### src/rtl/reorder_buffer.sv
// ---------------------------------------------------------------------------
// reorder_buffer
//
// Circular in-order retirement buffer for a register-renaming core. Renamed
// instructions are dispatched at the tail and receive the tail index as
// their tag. Execution units mark entries done by tag. The head entry
// retires once it is done. On retirement, the destination's previous
// physical mapping is offered back to the free pool.
//
// Ports
//   clk, rst            clock (rising edge), asynchronous active-high reset
//   flush               discard every in-flight entry on the next edge
//   dispatch_*          producer handshake; dispatch_tag is the tail index
//   complete_valid/tag  mark an in-flight entry as finished
//   commit_stall        consumer back-pressure on retirement
//   commit_valid        head entry retires this cycle
//   commit_prd_new      retiring destination physical register
//   commit_free/prd_free physical register to return to the free pool
//   rob_count/empty/full occupancy status
// ---------------------------------------------------------------------------
module reorder_buffer #(
    parameter int NUM_REG      = 32,
    parameter int NUM_REG_LOG2 = $clog2(NUM_REG),
    parameter int ROB_DEPTH    = 16,
    parameter int ROB_LOG2     = $clog2(ROB_DEPTH)
) (
    input  logic                    clk,
    input  logic                    rst,
    input  logic                    flush,
    input  logic                    dispatch_valid,
    output logic                    dispatch_ready,
    input  logic                    dispatch_rd_valid,
    input  logic [NUM_REG_LOG2:0]   dispatch_prd_old,
    input  logic [NUM_REG_LOG2:0]   dispatch_prd_new,
    output logic [ROB_LOG2-1:0]     dispatch_tag,
    input  logic                    complete_valid,
    input  logic [ROB_LOG2-1:0]     complete_tag,
    input  logic                    commit_stall,
    output logic                    commit_valid,
    output logic [NUM_REG_LOG2:0]   commit_prd_new,
    output logic                    commit_free,
    output logic [NUM_REG_LOG2:0]   prd_free,
    output logic [ROB_LOG2:0]       rob_count,
    output logic                    rob_empty,
    output logic                    rob_full
);

    localparam logic [ROB_LOG2:0] PTR_ONE = {{ROB_LOG2{1'b0}}, 1'b1};

    // Pointers carry an extra wrap bit so that full and empty are distinct.
    logic [ROB_LOG2:0]      head;
    logic [ROB_LOG2:0]      tail;
    logic [ROB_LOG2-1:0]    head_idx;
    logic [ROB_LOG2-1:0]    tail_idx;

    // Control state (reset) and payload (not reset).
    logic [ROB_DEPTH-1:0]   ent_valid;
    logic [ROB_DEPTH-1:0]   ent_done;
    logic [ROB_DEPTH-1:0]   ent_rd_valid;
    logic [NUM_REG_LOG2:0]  ent_prd_old [ROB_DEPTH];
    logic [NUM_REG_LOG2:0]  ent_prd_new [ROB_DEPTH];

    logic do_dispatch;
    logic do_complete;

    assign head_idx = head[ROB_LOG2-1:0];
    assign tail_idx = tail[ROB_LOG2-1:0];

    assign rob_count = tail - head;
    assign rob_empty = (head == tail);
    assign rob_full  = (head_idx == tail_idx) && (head[ROB_LOG2] != tail[ROB_LOG2]);

    // Readiness looks only at the current occupancy, so a slot freed by a
    // same-cycle commit is not reusable until the next cycle.
    assign dispatch_ready = !rob_full && !flush;
    assign dispatch_tag   = tail_idx;
    assign do_dispatch    = dispatch_valid && dispatch_ready;

    // Completions against empty slots (stale tags after a flush) are dropped.
    assign do_complete = complete_valid && ent_valid[complete_tag];

    always_comb begin
        commit_valid   = ent_valid[head_idx] && ent_done[head_idx] && !commit_stall && !flush;
        commit_free    = 1'b0;
        commit_prd_new = '0;
        prd_free       = '0;
        if (commit_valid) begin
            commit_free    = ent_rd_valid[head_idx];
            commit_prd_new = ent_prd_new[head_idx];
            prd_free       = ent_prd_old[head_idx];
        end
    end

    // Control: pointers and per-entry valid/done. Later assignments win, so
    // a completion on the retiring head is overridden by the commit clear.
    // A dispatch can never target the head slot while it is retiring,
    // because the head is only retirable when the buffer is non-empty and
    // dispatch is blocked when it is full.
    always_ff @(posedge clk or posedge rst) begin
        if (rst) begin
            head      <= '0;
            tail      <= '0;
            ent_valid <= '0;
            ent_done  <= '0;
        end else if (flush) begin
            head      <= '0;
            tail      <= '0;
            ent_valid <= '0;
            ent_done  <= '0;
        end else begin
            if (do_complete) begin
                ent_done[complete_tag] <= 1'b1;
            end
            if (commit_valid) begin
                ent_valid[head_idx] <= 1'b0;
                ent_done[head_idx]  <= 1'b0;
                head                <= head + PTR_ONE;
            end
            if (do_dispatch) begin
                ent_valid[tail_idx] <= 1'b1;
                ent_done[tail_idx]  <= 1'b0;
                tail                <= tail + PTR_ONE;
            end
        end
    end

    // Payload: written on dispatch only; contents of invalid slots are
    // never observed, so no reset is needed.
    always_ff @(posedge clk) begin
        if (do_dispatch) begin
            ent_rd_valid[tail_idx] <= dispatch_rd_valid;
            ent_prd_old[tail_idx]  <= dispatch_prd_old;
            ent_prd_new[tail_idx]  <= dispatch_prd_new;
        end
    end

endmodule

### config.mk
export PLATFORM = sky130hd
export DESIGN_NAME = reorder_buffer
export DESIGN_NICKNAME = d
export VERILOG_FILES = /design/src/rtl/reorder_buffer.sv
export SDC_FILE = /design/constraint.sdc
export NUM_CORES = 1
export LEC_CHECK = 0
export CORE_ASPECT_RATIO = 0.6
export CORE_UTILIZATION = 50
export DETAILED_ROUTE_END_ITERATION = 7
export PLACE_DENSITY = 0.64
export SLEW_MARGIN = 40
export SYNTH_ARGS = -nofsm -noshare
export SYNTH_HDL_FRONTEND = slang
export SYNTH_SLANG_ARGS = --single-unit
### constraint.sdc
create_clock -name clk -period 4.4 [get_ports clk]
set_input_delay 0.88 -clock clk [delete_from_list [all_inputs] [get_ports clk]]
set_output_delay 0.88 -clock clk [all_outputs]
set_load 0.02 [all_outputs]
==> flow_summary.json <==
{
  "status": "completed",
  "grt_max_degree": 57,
  "grt_pass1_vias": 5814,
  "fmax_mhz": 235.8,
  "synth_area_leaders": "edfxtp_1 59%, mux4_2 14%, dfrtp_1 9.9%, ha_1 1.4%, nor2b_4 1.2%",
  "critical-path-top-delay-family": "compound AO/OA/AOI/OAI gates",
  "globalplace.congestion": 0.9470,
  "min_period_ns": 4.240,
  "antenna_found_initial": 1,
  "grtUsageMet2_pct": 34.11,
  "drtIter0Drc": 711,
  "max_cap_violations": 0,
  "dieArea_um2": 21770,
  "ys_seq_area_share_pct": 68.94,
  "core_um2": 20370,
  "worst_slew_pin_slew_ns": 0.7814,
  "p_per_area_nw_per_um2": 391.5,
  "cpPeakStageDelay_ns": 0.61,
  "synth_xor_area_share_pct": 0.8275,
  "h-tree-depth": 1,
  "pwr-share-seq_pct": 54.0,
  "fin_area_um2": 12270,
  "clockPowerShare_pct": 42.6,
  "synth_mux_area_share_pct": 14.67,
  "critPathLaunchType": "flip-flop",
  "slowest_stage": "clkdlybuf4s50_1",
  "synth_fa_ha_area_share_pct": 1.608,
  "hold_viol": 0,
  "cp.required_ns": 3.52,
  "drv_slew": 0,
  "rsz0062_at_grt": "false",
  "synth_top_area_share_pct": 59.01,
  "num_vias": 5799,
  "die_h_um": 114.7,
  "syn_area_um2": 10580,
  "synth_warnings": 0,
  "post_cts_buffers": 0,
  "power.leakage_nw": 4.223,
  "cts.repair.resized": 1,
  "synth_nets": 626,
  "ys_ff_latch": 250,
  "core.rowCount": 40,
  "total_power_mw": 4.802,
  "busiest_layer": "met1",
  "cts.sinks": 250,
  "power_frac_comb_pct": 3.4,
  "ir_drop_mv": 0.3150,
  "hold_buffers": 0,
  "grt_use_met3_pct": 4.934,
  "arrival_ns": 3.36,
  "synthSimpleGateAreaFrac_pct": 6.490,
  "synth-compound-area-share_pct": 4.977,
  "wl_per_cell_um": 26.09,
  "cts_buffers": 24,
  "dieWidth_um": 189.8,
  "synth_edf_count": 208,
  "met1_usage_pct": 38.28,
  "routed_wl_mm": 24.82,
  "fin_skew_ns": 0.008164,
  "crit_buf_inv": 2,
  "path_clk_slew_ns": 0.06,
  "ys_async_sr_fraction_pct": 16.80,
  "ios": 49,
  "cts_tree": "done",
  "hold_class": "reg -> reg",
  "grt.overflow.total": 0,
  "crit_chain": "nor2b_1 > a22o_1 > a2111oi_4 > nand2_2 > a211o_1 > buf_4 > nor2b_4 > clkdlybuf4s50_1",
  "grt_pass1_wl_mm": 37.26,
  "relSlewSlack_pct": 47.80,
  "worstPathMaxFanout": 19,
  "critical_path_class": "reg -> out",
  "numPortBuffers": 48,
  "ant_nets": 0,
  "synth_cell_type_count": 55,
  "antennaDiodeCount": 0,
  "p_sw_mw": 0.9584,
  "cts_buffer_depth": 3,
  "synth_flop_cell": "edfxtp_1",
  "grt_use_total_pct": 23.99,
  "hpwl_mm": 15.63,
  "root_buffer": "clkbuf_16",
  "p_int_mw": 3.843,
  "endpoint_kind": "output pin",
  "finalSetupViolCount": 0,
  "start_util_pct": 51.96,
  "clk_latency_ns": 0.51,
  "yosysMostFrequentCell": "edfxtp_1",
  "drive_gt1_share_pct": 22.42,
  "syn_to_final_growth_pct": 15.89,
  "syn-mean-instance-area_um2": 17.94,
  "dr.pass1.iters": 5,
  "drc": 0,
  "synth_top_family_by_area": "multiplexers",
  "p_sw_share_pct": 19.96,
  "synth_cells": 590,
  "fin_nets": 696,
  "post-route-period-util_pct": 96.37,
  "yosysTopAreaCell": "edfxtp_1",
  "tns_ns": 0,
  "post_dp_cell_area_um2": 11460,
  "netlist_top_cells_count": "208 x edfxtp_1, 68 x mux4_2, 42 x dfrtp_1, 28 x nor2_1, 24 x inv_1",
  "detail_route.vias_per_cell": 6.098
}
==> cells by family (layout without fill, tap and decap cells) <==
family                   after synthesis  after routing
buffers and inverters                 56            144
flip-flops                           250            250
AND/OR/NAND/NOR                      115            115
XOR/XNOR                              10             10
adder cells (fa/ha/maj)               13             13
multiplexers                          70             70
AO/OA/AOI/OAI                         76             76
==> stage by stage <==
step	utilization, %	setup slack (ns)	cells	hold slack (ns)
floorplan	-	1.192	590	0.4716
global placement	56.25	0.6182	907	0.4854
detailed placement	56.28	0.5233	907	0.5067
CTS	60.17	0.06851	951	0.5258
global route	60.21	0.03264	951	0.5431
finish	60.21	0.1598	951	0.5219
==> layout make-up <==
| class | instances | area (µm²) |
|---|---|---|
| well taps | 273 | 341.6 |
| flip-flops and latches | 250 | 7303 |
| multi-input cells | 284 | 3037 |
| clock buffers | 32 | 671.9 |
| repair buffers | 75 | 699.4 |
| inverters | 25 | 93.84 |
| clock inverters | 12 | 118.9 |
| fillers | 1490 | 8104 |
==> worst register-to-register path, cell delays in order, from the launching register on <==
cell and delay (ns):
dfrtp_2 0.54, inv_2 0.59, ha_1 0.41, nand4_1 0.15
o21ai_0 0.16, nor3b_1 0.42, nand2_1 0.14, inv_1 0.38
buf_4 0.31
==> routing by layer <==
layer	share of wire (%)	up-vias
met5	0	-
met4	1.5	0
met3	7.6	25
met2	43	244
met1	48	3034
li1	-	2496
==> registers in the layout (all words and copies together), names as in the netlist <==
name and flops:
ent_rd_valid 16, ent_prd_old 96, ent_valid 16, head 5
ent_done 16, tail 5, ent_prd_new 96
==> cells in the final DEF (no fill, tap or decap), types with 6 or more instances in the layout <==
cell type / netlist / routed
edfxtp_1: 208 / 208
mux4_2: 68 / 68
clkdlybuf4s50_1: 0 / 48
dfrtp_1: 42 / 39
nor2_1: 28 / 28
clkbuf_16: 0 / 25
buf_4: 7 / 25
inv_1: 24 / 23
a21oi_1: 23 / 23
nand2_1: 22 / 22
ha_1: 12 / 12
a31oi_1: 11 / 11
nor2b_1: 10 / 10
a2111oi_0: 9 / 9
nor2b_4: 9 / 9
nand3_1: 8 / 8
a21o_1: 7 / 7
o21ai_0: 7 / 7
and2_1: 7 / 7
nand4_1: 7 / 7
nor3b_1: 6 / 6
==> power by group through the flow <==
stage          registers, mW  logic [mW]  clock network (mW)
4_1_cts                 2.59       0.165                2.09
2_1_floorplan           2.64      0.0766                   0
3_5_place_dp            2.64       0.164                   0
6_report                2.59       0.164                2.05
5_1_grt                 2.59       0.178                2.18
3_3_place_gp            2.64       0.159                   0
==> worst paths after layout <==
kind	startpoint	to	slack [ns]	cells after the start
worst min register to register	ent_valid[10]	ent_valid[10]	0.52	1
worst max-delay path	head[3]	prd_free[0]	0.16	8
max in group asynchronous	rst	head[0]	3.13	3
min in group asynchronous	rst	ent_valid[5]	0.84	3
worst max register to register	head[3]	ent_prd_new[6][0]	1.00	8
worst min-delay path	ent_valid[10]	ent_valid[10]	0.52	1
(Power assumes the default switching activity.)
